[config.mk]
export PLATFORM = sky130hd
export DESIGN_NAME = credit_bcd_tracker
export DESIGN_NICKNAME = d
export VERILOG_FILES = /design/src/rtl/credit_bcd_tracker.sv
export SDC_FILE = /design/constraint.sdc
export NUM_CORES = 1
export LEC_CHECK = 0
export CORE_UTILIZATION = 45
export CTS_CLUSTER_SIZE = 14
export DETAILED_ROUTE_END_ITERATION = 8
export PLACE_DENSITY = 0.67
export SLEW_MARGIN = 40
export SYNTH_ARGS = -nofsm -noshare
export SYNTH_HDL_FRONTEND = slang
export SYNTH_SLANG_ARGS = --single-unit
[constraint.sdc]
create_clock -name clk -period 7.6 [get_ports clk]
set_clock_uncertainty 0.05 [all_clocks]
set_input_delay 1.52 -clock clk [delete_from_list [all_inputs] [get_ports clk]]
set_output_delay 1.52 -clock clk [all_outputs]
set_load 0.005 [all_outputs]
[src/rtl/credit_bcd_tracker.sv]
// -----------------------------------------------------------------------------
// credit_bcd_tracker
//
// Purpose:
//   Credit accumulator for a small vending controller. Rising edges of the
//   debounced coin_5 / coin_10 / select / cancel levels are the only events.
//   Credit is kept in binary and is also shown as two registered BCD digits
//   for a seven-segment driver. A purchase pulses vend for one cycle; any
//   leftover credit (or a cancel) is offered back through a change handshake.
//
// Parameters:
//   PRICE       item price in credit units (1..99)
//   MAX_CREDIT  credit ceiling (PRICE..99); coins that would exceed it bounce
//
// Ports:
//   clk          system clock, rising edge active
//   rst_n        asynchronous active-low reset
//   coin_5       coin level worth 5 units
//   coin_10      coin level worth 10 units
//   select       purchase request level
//   cancel       refund request level
//   change_ack   dispenser has taken change_amt
//   tens, ones   registered BCD credit digits
//   vend         one-cycle dispense pulse
//   reject       one-cycle coin-return pulse
//   change_valid change offer valid (held until change_ack)
//   change_amt   binary change amount
//   busy         high while vending or refunding
//
// Configuration:
//   CREDIT_BLANK_IDLE_EN  when defined, both digits read 4'hF while idle
//                         (the display driver shows blank), including reset.
// -----------------------------------------------------------------------------
module credit_bcd_tracker #(
  parameter int PRICE      = 15,
  parameter int MAX_CREDIT = 99
) (
  input  logic       clk,
  input  logic       rst_n,
  input  logic       coin_5,
  input  logic       coin_10,
  input  logic       select,
  input  logic       cancel,
  input  logic       change_ack,
  output logic [3:0] tens,
  output logic [3:0] ones,
  output logic       vend,
  output logic       reject,
  output logic       change_valid,
  output logic [6:0] change_amt,
  output logic       busy
);

  typedef enum logic [1:0] {
    ST_IDLE   = 2'd0,
    ST_CREDIT = 2'd1,
    ST_VEND   = 2'd2,
    ST_REFUND = 2'd3
  } state_e;

  localparam logic [6:0] PRICE_C = 7'(PRICE);
  localparam logic [7:0] MAX_C   = 8'(MAX_CREDIT);

`ifdef CREDIT_BLANK_IDLE_EN
  localparam logic [3:0] IDLE_DIGIT = 4'hF;
`else
  localparam logic [3:0] IDLE_DIGIT = 4'h0;
`endif

  // Bit positions inside the edge-history / event vectors.
  localparam int EV_C5     = 0;
  localparam int EV_C10    = 1;
  localparam int EV_SELECT = 2;
  localparam int EV_CANCEL = 3;

  // Binary credit to packed BCD {tens, ones}; credit never exceeds 99.
  function automatic logic [7:0] to_bcd(input logic [6:0] bin);
    logic [7:0] b8;
    b8 = {1'b0, bin};
    return ((b8 / 8'd10) << 3'd4) | (b8 % 8'd10);
  endfunction

  state_e     state_q, state_d;
  logic [6:0] credit_q, credit_d;
  logic [3:0] hist_q, hist_d;
  logic [3:0] tens_q, tens_d;
  logic [3:0] ones_q, ones_d;
  logic       vend_q, vend_d;
  logic       reject_q, reject_d;
  logic       change_valid_q, change_valid_d;
  logic [6:0] change_amt_q, change_amt_d;
  logic       busy_q, busy_d;

  logic [3:0] ev_s;
  logic [6:0] acc_s;

  // Next-state, credit arithmetic and registered-output computation.
  always_comb begin
    hist_d   = {cancel, select, coin_10, coin_5};
    ev_s     = hist_d & ~hist_q;
    state_d  = state_q;
    credit_d = credit_q;
    reject_d = 1'b0;
    acc_s    = credit_q;

    case (state_q)
      ST_IDLE, ST_CREDIT: begin
        // cancel beats select beats coins; a coin arriving in the same cycle
        // as an accepted cancel/select is bounced because the machine is
        // leaving the coin-accepting states.
        if (ev_s[EV_CANCEL] && (state_q == ST_CREDIT)) begin
          state_d  = ST_REFUND;
          reject_d = ev_s[EV_C10] | ev_s[EV_C5];
        end else if (ev_s[EV_SELECT] && (state_q == ST_CREDIT) && (credit_q >= PRICE_C)) begin
          state_d  = ST_VEND;
          credit_d = credit_q - PRICE_C;
          reject_d = ev_s[EV_C10] | ev_s[EV_C5];
        end else begin
          // coin_10 is evaluated first; a simultaneous coin_5 always bounces.
          if (ev_s[EV_C10]) begin
            if (({1'b0, acc_s} + 8'd10) <= MAX_C) begin
              acc_s = acc_s + 7'd10;
            end else begin
              reject_d = 1'b1;
            end
          end else begin
            acc_s = credit_q;
          end
          if (ev_s[EV_C5]) begin
            if (ev_s[EV_C10]) begin
              reject_d = 1'b1;
            end else if (({1'b0, acc_s} + 8'd5) <= MAX_C) begin
              acc_s = acc_s + 7'd5;
            end else begin
              reject_d = 1'b1;
            end
          end else begin
            acc_s = acc_s;
          end
          credit_d = acc_s;
          if (acc_s != 7'd0) begin
            state_d = ST_CREDIT;
          end else begin
            state_d = state_q;
          end
        end
      end
      ST_VEND: begin
        reject_d = ev_s[EV_C10] | ev_s[EV_C5];
        if (credit_q != 7'd0) begin
          state_d = ST_REFUND;
        end else begin
          state_d = ST_IDLE;
        end
      end
      ST_REFUND: begin
        reject_d = ev_s[EV_C10] | ev_s[EV_C5];
        if (change_ack) begin
          credit_d = 7'd0;
          state_d  = ST_IDLE;
        end else begin
          credit_d = credit_q;
          state_d  = ST_REFUND;
        end
      end
      default: begin
        state_d  = ST_IDLE;
        credit_d = 7'd0;
      end
    endcase

    // Status outputs are registered from the next state so they line up
    // with the state register itself.
    vend_d         = (state_d == ST_VEND);
    busy_d         = (state_d == ST_VEND) || (state_d == ST_REFUND);
    change_valid_d = (state_d == ST_REFUND);
    if (change_valid_d) begin
      change_amt_d = credit_d;
    end else begin
      change_amt_d = 7'd0;
    end

    // Digits follow the current credit register, so the display trails a
    // credit update by exactly one cycle.
    if (state_q == ST_IDLE) begin
      tens_d = IDLE_DIGIT;
      ones_d = IDLE_DIGIT;
    end else begin
      {tens_d, ones_d} = to_bcd(credit_q);
    end
  end

  // State, credit, edge history and output registers.
  always_ff @(posedge clk or negedge rst_n) begin
    if (!rst_n) begin
      state_q        <= ST_IDLE;
      credit_q       <= 7'd0;
      hist_q         <= 4'b1111;  // levels held through reset give no event
      tens_q         <= IDLE_DIGIT;
      ones_q         <= IDLE_DIGIT;
      vend_q         <= 1'b0;
      reject_q       <= 1'b0;
      change_valid_q <= 1'b0;
      change_amt_q   <= 7'd0;
      busy_q         <= 1'b0;
    end else begin
      state_q        <= state_d;
      credit_q       <= credit_d;
      hist_q         <= hist_d;
      tens_q         <= tens_d;
      ones_q         <= ones_d;
      vend_q         <= vend_d;
      reject_q       <= reject_d;
      change_valid_q <= change_valid_d;
      change_amt_q   <= change_amt_d;
      busy_q         <= busy_d;
    end
  end

  assign tens         = tens_q;
  assign ones         = ones_q;
  assign vend         = vend_q;
  assign reject       = reject_q;
  assign change_valid = change_valid_q;
  assign change_amt   = change_amt_q;
  assign busy         = busy_q;

endmodule
==> results of run 1 <==
[state kept, by name, summed over array words and instances, names as in the netlist]
| register | cells |
|---|---|
| ones | 4 |
| tens | 4 |
| reject | 1 |
| credit_q | 7 |
| hist_q | 4 |
| busy | 1 |
| change_amt | 7 |
| vend | 1 |
| change_valid | 1 |
| state_q | 2 |
[logic make-up (layout without fill, tap and decap cells)]
logic type / after synthesis / count (layout)
AOI/OAI and AO/OA: 99 / 99
xor gates and xnor gates: 16 / 16
adders and majority gates: 10 / 10
buffers and inverters: 24 / 44
DFF: 32 / 32
muxes: 5 / 5
and+or+nand+nor: 132 / 132
[per-layer routing]
| layer | wire length [um] | global-route usage |
|---|---|---|
| met4 | 136 | 0.0909 |
| met5 | 0 | 0 |
| met2 | 3390 | 0.405 |
| met3 | 362 | 0.0354 |
| met1 | 2990 | 0.290 |
[area by class of cell]
cell class | count | area [um^2]
repair buffers | 29 | 280
fillers | 538 | 2550
flip-flops and latches | 32 | 806
clock inverters | 2 | 35.0
inverters | 7 | 26.3
multi-input cells | 262 | 1780
well taps | 72 | 90.1
clock buffers | 6 | 72.6
[power by group]
group,total [uW],switching (uW),internal (uW)
clock network,162,64.9,97.2
logic,919,543,376
registers,305,68.8,236
[how the worst min path moves through the flow]
stage | start | end | cells after the start
final | state_q[0]$_DFF_PN0_ | change_amt[1]$_DFF_PN0_ | 1
after global routing | state_q[0]$_DFF_PN0_ | change_amt[1]$_DFF_PN0_ | 1
after CTS | state_q[0]$_DFF_PN0_ | change_amt[1]$_DFF_PN0_ | 1
after detailed placement | state_q[0]$_DFF_PN0_ | change_amt[1]$_DFF_PN0_ | 1
after global placement | state_q[0]$_DFF_PN0_ | change_amt[1]$_DFF_PN0_ | 1
after floorplan | state_q[0]$_DFF_PN0_ | change_amt[1]$_DFF_PN0_ | 1
[worst max-delay path: cells and delay by family]
family	cells	cell delay, ns
buf+inv	1	0.49
xor+xnor	2	0.36
compound gates	6	1.50
fa+ha+maj	1	0.40
simple gates	2	0.51
[placed cells by master (no fill, tap or decap), drive strengths merged, types with 3 or more instances in the layout]
cell type | synthesis | routed
dfrtp | 28 | 28
clkbuf | 8 | 6
o22ai | 4 | 4
nand2 | 32 | 32
a211oi | 5 | 5
nand4 | 6 | 6
ha | 10 | 10
xnor2 | 13 | 13
nor3 | 17 | 17
dfstp | 4 | 4
xor2 | 3 | 3
nand3b | 4 | 4
nor2b | 7 | 7
o21ai | 20 | 20
mux2i | 4 | 4
a31oi | 10 | 10
o31ai | 7 | 7
buf | 9 | 4
nand2b | 8 | 8
a21oi | 20 | 20
and2 | 6 | 6
nand3 | 9 | 9
inv | 7 | 7
a32oi | 3 | 3
nor2 | 32 | 32
clkdlybuf4s50 | 0 | 25
[through the flow]
stage               setup WS, ns  utilization  hold WS, ns
floorplan                   3.53            -        0.494
global placement            2.72        0.528        0.625
detailed placement          2.62        0.528        0.620
CTS                         2.92        0.547        0.618
global route                2.72        0.547        0.656
finish                      2.91        0.547        0.619
==> metrics.md, run 1 <==
| Metric | Value |
|---|---|
| Final nets | 354 |
| Top-Level Pins | 26 |
| DR DRC count | 0 |
| Setup Buffers After CTS | 0 |
| Ys flop type | dfrtp_1 |
| # Max-Cap Violations | 0 |
| TritonCTS clock tree | built |
| Crit path max-delay cell type | clkdlybuf4s50_1 |
| HP Class | reg -> reg |
| CTS Buffer Depth | 2 |
| Sequential-to-total area share from yosys stat | 0.298 |
| DRT Wirelength | between 6000 and 7000 um |
| GPL Wtd Cong | 0.947 |
| Crit start category | input port |
| H-tree depth | 2 |
| Async set-reset flop share out of synthesis | 1.00 |
| Final setup violating endpoints | 0 |
| HPWL after DPL | slightly below 5000 um |
| Vias in the first global route | 2431 |
| Post-layout min period | 4.69 ns |
| Die ar. | ~6300 um^2 |
| Initial antenna violation count | 0 |
| Post-Synth Simple-Gate Area | 0.252 |
| Reg clk slew, reported paths | 0.07 ns |
| Clock sink count | 32 |
| Cell accounting for the most synthesized area | dfrtp_1 |
| Post-synth EDFFs | 0 |
| Fin. max-slew vios | 0 |
| Outcome | finished, final reports clean |
| Crit path to | state_q[0]$_DFF_PN0_ |
| Root cell of the clock tree | clkbuf_8 |
| Largest net degree at the start of global routing | 33 |
| GR Overflow Total | 0 |
| Row Count | 27 |
| WP data required | 7.71 ns |
| Count leader, synth | nand2_1 |
| Max_slew headroom | 0.517 |
| R2R Setup Slk | approximately 3.2 ns |
| CP peak stage delay | ~0.5 ns |
| Area growth syn-to-layout | 14.2% |
| Post-synthesis mux area share | 0.0204 |
| RSZ-0062 raised after global routing | no |
| Crit-path max FO | 10 |
| Synth top cells by count | 32 x nand2_1, 31 x nor2_1, 28 x dfrtp_1 |
| CORE AREA | roughly 5600 um^2 |
| Fmax | about 0.21 GHz |
| Maximum VDD drop | about 0.19 mV |
| Clk Latency, worst-skew pair | ~0.29 ns |
| Vias per cell | around 6.2 |
| Chip height | between 70 and 80 um |
| Placement Cell Area | about 3000 um^2 |
| Worst flop-to-flop path endpoint | state_q[0]$_DFF_PN0_ |
| Synth Cell Area | between 2000 and 3000 um^2 |
| WP data arrival | just under 5 ns |
| Synth top area share | 0.259 |
| Post-Syn Nets | ~340 |
| Worst Setup Path Type | in -> reg |
| Synth Area in XOR/XNOR | 0.0546 |
| Synthesized area per cell | 8.50 um^2 |
| Complex-gate fraction of the synthesized area | 0.284 |
| Reg2reg start | credit_q[1]$_DFF_PN0_ |
| TritonRoute pass-1 iters | 5 |
| Global-route usage over all layers | 0.234 |
| Via count | ~2600 |
| Largest family of logic cells by synthesized area | compound AO/OA/AOI/OAI gates |
| Syn. warnings | 0 |
| Design Power | between 1000 and 1500 uW |
| Tcrit/Tclk final | 0.617 |
| Dpl cells | about 400 |
| # hold bufs at CTS | 0 |
| Die W | around 80 um |
| Synth top area cells | dfrtp_1 26%, ha_1 4.6%, nand2_1 4.4% |
| PD cells | between 400 and 500 nW/um^2 |
| Cells after synthesis | around 320 |
| DRT iter0 DRCs | around 270 |
| Worst slew pin tran | roughly 0.72 ns |
| Cts repair resizes | 0 |
| Worst path cell trace | clkdlybuf4s50_1, nor2b_1, nand2_1, a31oi_4, xnor2_1, ha_1, xnor2_1, a211oi_2, a31oi_4, o31ai_1, a211oi_1, o41a_1 |
| Final hold vios | 0 |
| Port Buf Inserts | 25 |
| Diodes inserted | 0 |
| Setup TNS | 0 ns |
| Final cell count without fillers | 410 |
| Leakage | approximately 0.0012 uW |
| Initial Util | 0.479 |
| Finished Cell Area | ~3000 um^2 |
| R2R cell count | 13 |
| DR WL/cell | roughly 17 um |
| TritonCTS Buffers | 5 |
| Post-Synth Adder-Cell Area | 0.0463 |
| Distinct cells, synth | 72 |
| Post-route ant nets | 0 |
| CP Launch Point | coin_10 |
| CP Capture Type | flip-flop |
| Number of synthesized register bits | 32 |
| Share of layout cells above drive strength 1 | 0.115 |
| First-pass GRT wire length | 11600 um |
(Power assumes the default switching activity.)
==> inputs of run 2 (changes only) <==
==> constraint.sdc (replaced) <==
create_clock -name clk -period 4.59 [get_ports clk]
set_clock_uncertainty 0.05 [all_clocks]
set_input_delay 0.918 -clock clk [delete_from_list [all_inputs] [get_ports clk]]
set_output_delay 0.918 -clock clk [all_outputs]
set_load 0.005 [all_outputs]
==> run 2 against run 1 <==
Effect of this change: combinational power grew 69%; first-iteration DRC count shrank 14%; cell count grew 0.98%; sequential cell count is the same; die area is the same.
==> metrics.md, run 2 (synthesis results as in run 1) <==
| Metric | Value |
|---|---|
| FILL cells | 527 (-2.0%) |
| Initial antenna violation count | 0 (unchanged) |
| TritonRoute pass-1 iters | 4 (-1) |
| P_sw | 1130 uW (+68%) |
| Largest net degree at the start of global routing | 33 (unchanged) |
| Post-route ant nets | 0 (unchanged) |
| CP Capture Type | flip-flop |
| Tcrit/Tclk final | 0.896 |
| WHS | 0.626 ns (+0.00693 ns) |
| DRT Wirelength | 7110 um (+3.3%) |
| CP peak stage delay | 0.50 ns (about the same) |
| TritonCTS clock tree | built |
| Seq. cell area | 806 um^2 (unchanged) |
| Crit start category | flip-flop |
| RSZ-0062 raised after global routing | no |
| Finished Cell Area | 3100 um^2 (+0.49%) |
| Row Count | 27 (unchanged) |
| Final cell count without fillers | 414 (+0.98%) |
| # Max-Cap Violations | 0 (unchanged) |
| Final setup violating endpoints | 0 (unchanged) |
| Most used cell, CP | a31oi_4 |
| Most common cell after layout, fill and taps aside | nand2_1 |
| HPWL after DPL | 5200 um (+6.0%) |
| Clock sink count | 32 (unchanged) |
| Global-route usage over all layers | 0.245 (+0.0109) |
| P_int | 1150 uW (+63%) |
| Worst path cell trace | inv_1, ha_1, and4bb_1, a31oi_4, a31oi_4, xnor2_1, ha_1, xnor2_1, a211oi_2, a31oi_4, o31ai_1, a211oi_1, o41a_1 |
| DR DRC count | 0 (unchanged) |
| Cts repair resizes | 0 (unchanged) |
| Diodes inserted | 0 (unchanged) |
| # hold bufs at CTS | 0 (unchanged) |
| Post-layout min period | a little over 4 ns |
| First-pass GRT wire length | 11800 um (+2.0%) |
| Reg clk slew, reported paths | 0.07 ns (about the same) |
| Leakage | 0.00126 uW (+1.3%) |
| Fmax | approximately 0.24 GHz |
| Top-Level Pins | 26 (unchanged) |
| Chip height | 79.5 um (unchanged) |
| PD cells | 737 nW/um^2 (+64%) |
| WP data arrival | 4.23 ns (-0.58 ns) |
| Top delay family on crit path | compound AO/OA/AOI/OAI gates |
| DR WL/cell | 17.2 um (+2.3%) |
| WP data required | 4.71 ns (-3.00 ns) |
| TritonCTS Buffers | 5 (unchanged) |
| Worst Setup Path Type | reg -> reg |
| Area occupied by multi-input gates | 1780 um^2 (unchanged) |
| Via count | 2552 (-0.078%) |
| Share of layout cells above drive strength 1 | 0.129 (+0.0133) |
| Clock power share | 0.098 (-0.019) |
| Vias per cell | 6.16 (-1.0%) |
| CTS Buffer Depth | 2 (unchanged) |
| Final nets | 358 (+1.1%) |
| Die ar. | 6320 um^2 (unchanged) |
| Fin. max-slew vios | 0 (unchanged) |
| Pre-CTS setup slack | 0.170 ns (-2.45 ns) |
| GPL Wtd Cong | 0.995 (+5.1%) |
| Crit-path max FO | 10 (unchanged) |
| Final hold vios | 0 (unchanged) |
| H-tree depth | 2 (unchanged) |
| Root cell of the clock tree | clkbuf_8 |
| Worst slew pin tran | 0.761 ns (+0.0363 ns) |
| Port Buf Inserts | 25 (unchanged) |
| Maximum VDD drop | 0.306 mV (+60%) |
| GR Overflow Total | 0 (unchanged) |
| Worst setup margin | 0.479 ns (-2.43 ns) |
| Clk Latency, worst-skew pair | 0.28 ns (about the same) |
| Setup Buffers After CTS | 0 (unchanged) |
| Max_slew headroom | 0.493 (-0.0242) |
| Initial Util | 0.479 (unchanged) |
| Placement Cell Area | 3010 um^2 (+1.0%) |
| DRT iter0 DRCs | 234 (-14%) |
| Crit path max-delay cell type | dfrtp_1 |
| Vias in the first global route | 2409 (-0.90%) |
| Dpl cells | 406 (+1.0%) |
| Sum of buffers and inverters on the critical path | 1 (unchanged) |
| CORE AREA | 5640 um^2 (unchanged) |
| Die W | 79.5 um (unchanged) |
| Combinational power share | 0.677 (+0.014) |
| Setup TNS | 0 ns (unchanged) |
| HP Class | reg -> reg |
| Sw Share | 0.496 (+0.00772) |
| Area growth syn-to-layout | 14.7% |
| Outcome | finished, final reports clean |
| Sequential cell fraction of total power | 0.225 (+0.005) |
| Commonest non-fill, non-tap cells in the layout | 32 x nand2_1, 31 x nor2_1, 28 x dfrtp_1, 25 x clkdlybuf4s50_1, 19 x a21oi_1 |
run 2: cell count changes in the layout (fill, tap and decap cells not counted):
cell and delta:
buf_4 +4, bufinv_16 -1, clkbuf_1 -1, clkbuf_8 +1, clkinv_2 +1
run 2: area by class of cell:
class,instances,area share
Multi-Input combinational cell,262,0.573
Inverter,7,0.00847
Timing Repair Buffer,33,0.100
Clock buffer,6,0.0266
Clock inverter,2,0.00323
Tap cell,72,0.0290
Sequential cell,32,0.260
run 2: routing by layer:
metal	track usage	wire length, um	vias up
met1	0.310	2990	1238
met4	0.0945	106	0
met2	0.414	3620	82
met5	0	0	-
li1	-	-	1223
met3	0.0411	384	9
run 2: path summary, 6_finish.rpt:
| kind | from | to | depth (start not counted) | slack (ns) |
|---|---|---|---|---|
| min | state_q[0]$_DFF_PN0_ | change_amt[1]$_DFF_PN0_ | 1 | 0.63 |
| min reg2reg | state_q[0]$_DFF_PN0_ | change_amt[1]$_DFF_PN0_ | 1 | 0.63 |
| min in group asynchronous | rst_n | ones[2]$_DFF_PN0_ | 2 | 0.98 |
| max in group asynchronous | rst_n | hist_q[0]$_DFF_PN1_ | 2 | 3.17 |
| max | credit_q[1]$_DFF_PN0_ | state_q[0]$_DFF_PN0_ | 13 | 0.48 |
| max reg2reg | credit_q[1]$_DFF_PN0_ | state_q[0]$_DFF_PN0_ | 13 | 0.48 |
run 2: power by group through the flow:
stage | logic (uW) | registers (uW) | clock network (uW)
2_1_floorplan | 1170 | 460 | 0
3_3_place_gp | 1510 | 515 | 0
3_5_place_dp | 1530 | 519 | 0
4_1_cts | 1540 | 515 | 231
5_1_grt | 1700 | 535 | 242
6_report | 1550 | 514 | 224
run 2: worst register-to-register path: cells and delay by family (launching register included):
family / cells / cell delay [ns]
flip-flops: 1 / 0.50
AO/OA/AOI/OAI: 7 / 1.66
AND/OR/NAND/NOR: 1 / 0.27
XOR/XNOR: 2 / 0.45
buffers and inverters: 1 / 0.24
adder cells (fa/ha/maj): 2 / 0.81
run 2: through the flow:
| stage | util | power (uW) |
|---|---|---|
| detailed placement | 0.533 | 2050 |
| global route | 0.550 | 2480 |
| floorplan | - | 1630 |
| global placement | 0.533 | 2020 |
| finish | 0.550 | 2290 |
| CTS | 0.550 | 2280 |
==> inputs of run 3 (changes only) <==
==> constraint.sdc (replaced) <==
create_clock -name clk -period 5.3 [get_ports clk]
set_clock_uncertainty 0.05 [all_clocks]
set_input_delay 1.06 -clock clk [delete_from_list [all_inputs] [get_ports clk]]
set_output_delay 1.06 -clock clk [all_outputs]
set_load 0.005 [all_outputs]
==> run 3 against run 2 <==
Effect of this change: non-clock buffer count decreased by 3; sequential cell count unchanged; routed wire length fell by 6.1%; clock-buffer cell count grew 1; via count shrank 2.8%; sequential share of layout area is 0.094 points lower; core utilization increased by 0.20 points; critical path depth unchanged; cell count is 0.72% lower; clock power grew 16%; maximum frequency decreased by 4.7%; die area unchanged.
==> metrics.md, run 3 (synthesis results as in run 1) <==
| Metric | Value |
|---|---|
| Outcome | finished, final reports clean |
| Area growth syn-to-layout | 15.1% |
| First-pass GRT wire length | 11500 um (-2.7%) |
| Worst slew pin tran | 0.699 ns (-0.0614 ns) |
| Port Buf Inserts | 25 (unchanged) |
| Dpl cells | 403 (-0.74%) |
| Final cell count without fillers | 411 (-0.72%) |
| Root cell of the clock tree | clkbuf_8 |
| Placement Cell Area | 2990 um^2 (-0.75%) |
| Crit path max-delay cell type | dfrtp_1 |
| Reg clk slew, reported paths | 0.08 ns (about the same) |
| Finished Cell Area | 3110 um^2 (+0.36%) |
| Vias in the first global route | 2346 (-2.6%) |
| HPWL after DPL | 4920 um (-5.5%) |
| Largest net degree at the start of global routing | 33 (unchanged) |
| Worst Setup Path Type | reg -> reg |
| CP peak stage delay | 0.71 ns (+0.21 ns) |
| Design Power | 2010 uW (-12%) |
| Setup TNS | 0 ns (unchanged) |
| Share of layout cells above drive strength 1 | 0.121 (-0.00771) |
| Worst path cell trace | inv_1, ha_1, and4bb_1, a31oi_4, a31oi_4, xnor2_1, ha_1, xnor2_1, a211oi_2, a31oi_4, o31ai_1, a211oi_1, o41a_1 |
| DR DRC count | 0 (unchanged) |
| FILL cells | 518 (-1.7%) |
| WHS | 0.625 ns (-0.00109 ns) |
| Initial Util | 0.479 (unchanged) |
| Die ar. | 6320 um^2 (unchanged) |
| Cts repair resizes | 0 (unchanged) |
| Tcrit/Tclk final | 0.814 (-0.0820) |
| Via count | 2480 (-2.8%) |
| PD cells | 647 nW/um^2 (-12%) |
| HP Class | reg -> reg |
| Vias per cell | 6.03 (-2.1%) |
| Final nets | 355 (-0.84%) |
| GPL Wtd Cong | 0.936 (-5.9%) |
| Clock sink count | 32 (unchanged) |
| Final hold vios | 0 (unchanged) |
| Clk Latency, worst-skew pair | 0.29 ns (about the same) |
| RSZ-0062 raised after global routing | no |
| Final setup violating endpoints | 0 (unchanged) |
| Row Count | 27 (unchanged) |
| Post-route ant nets | 0 (unchanged) |
| Fmax | 0.232 GHz (-4.7%) |
| Most common cell after layout, fill and taps aside | nand2_1 |
| WP data arrival | 4.44 ns (+0.21 ns) |
| Maximum VDD drop | 0.291 mV (-4.8%) |
| # hold bufs at CTS | 0 (unchanged) |
| Max_slew headroom | 0.534 (+0.0409) |
| H-tree depth | 2 (unchanged) |
| Fin. max-slew vios | 0 (unchanged) |
| DR WL/cell | 16.2 um (-5.4%) |
| Global-route usage over all layers | 0.235 (-0.00976) |
| Crit start category | flip-flop |
| TritonCTS Buffers | 5 (unchanged) |
| CTS Buffer Depth | 2 (unchanged) |
| TritonCTS clock tree | built |
| # Max-Cap Violations | 0 (unchanged) |
| Post-layout min period | 4.31 ns (+0.201 ns) |
| Die W | 79.5 um (unchanged) |
| Crit-path max FO | 16 (+6) |
| DRT Wirelength | 6670 um (-6.1%) |
| Chip height | 79.5 um (unchanged) |
| Most used cell, CP | a31oi_4 |
| Top-Level Pins | 26 (unchanged) |
| GR Overflow Total | 0 (unchanged) |
| Initial antenna violation count | 0 (unchanged) |
| DRT iter0 DRCs | 295 (+26%) |
| WP data required | 5.42 ns (+0.71 ns) |
| CP Capture Type | flip-flop |
| TritonRoute pass-1 iters | 5 (+1) |
| CORE AREA | 5640 um^2 (unchanged) |
| Diodes inserted | 0 (unchanged) |
| Leakage | 0.00125 uW (-0.10%) |
| Setup Buffers After CTS | 0 (unchanged) |
| Commonest non-fill, non-tap cells in the layout | 32 x nand2_1, 31 x nor2_1, 28 x dfrtp_1, 25 x clkdlybuf4s50_1, 19 x a21oi_1 |
==> run 3: where the power goes <==
group | internal, uW | total (uW) | switching [uW]
combinational | 544 | 1310 | 765
clock | 166 | 260 | 94.1
sequential | 338 | 444 | 106
==> run 3: area by class of cell <==
class	count	area, um^2	share of cell area
Clock buffer	7	96.3	0.0309
Clock inverter	1	30.0	0.00965
Inverter	7	26.3	0.00844
Multi-Input combinational cell	262	1780	0.571
Sequential cell	32	806	0.259
Tap cell	72	90.1	0.0289
Timing Repair Buffer	30	288	0.0924
==> run 3: final timing paths <==
check,from,endpoint,slack (ns),depth (start not counted)
setup / recovery,credit_q[2]$_DFF_PN0_,state_q[0]$_DFF_PN0_,0.99,13
min in group asynchronous,rst_n,state_q[0]$_DFF_PN0_,1.13,2
hold reg to reg,state_q[0]$_DFF_PN0_,change_amt[1]$_DFF_PN0_,0.62,1
max in group asynchronous,rst_n,hist_q[2]$_DFF_PN1_,3.74,2
setup reg to reg,credit_q[2]$_DFF_PN0_,state_q[0]$_DFF_PN0_,0.99,13
hold / removal,state_q[0]$_DFF_PN0_,change_amt[1]$_DFF_PN0_,0.62,1
==> run 3: through the flow <==
stage	util	setup WS, ns
floorplan	-	1.54
global placement	0.529	0.883
detailed placement	0.529	0.820
CTS	0.552	1.03
global route	0.552	0.696
finish	0.552	0.988
==> run 3: routing by layer <==
layer,track usage,vias to the layer above,routed length [um]
met2,0.357,80,3180
li1,-,1214,-
met5,0,-,0
met1,0.326,1173,3100
met3,0.0320,13,250
met4,0.115,0,136
==> run 3: critical path, delay by kind of cell (launching register included) <==
kind                     cells  cell delay (ns)
flip-flops                   1             0.71
adder cells (fa/ha/maj)      2             0.80
AO/OA/AOI/OAI                7             1.64
AND/OR/NAND/NOR              1             0.26
XOR/XNOR                     2             0.46
buffers and inverters        1             0.28
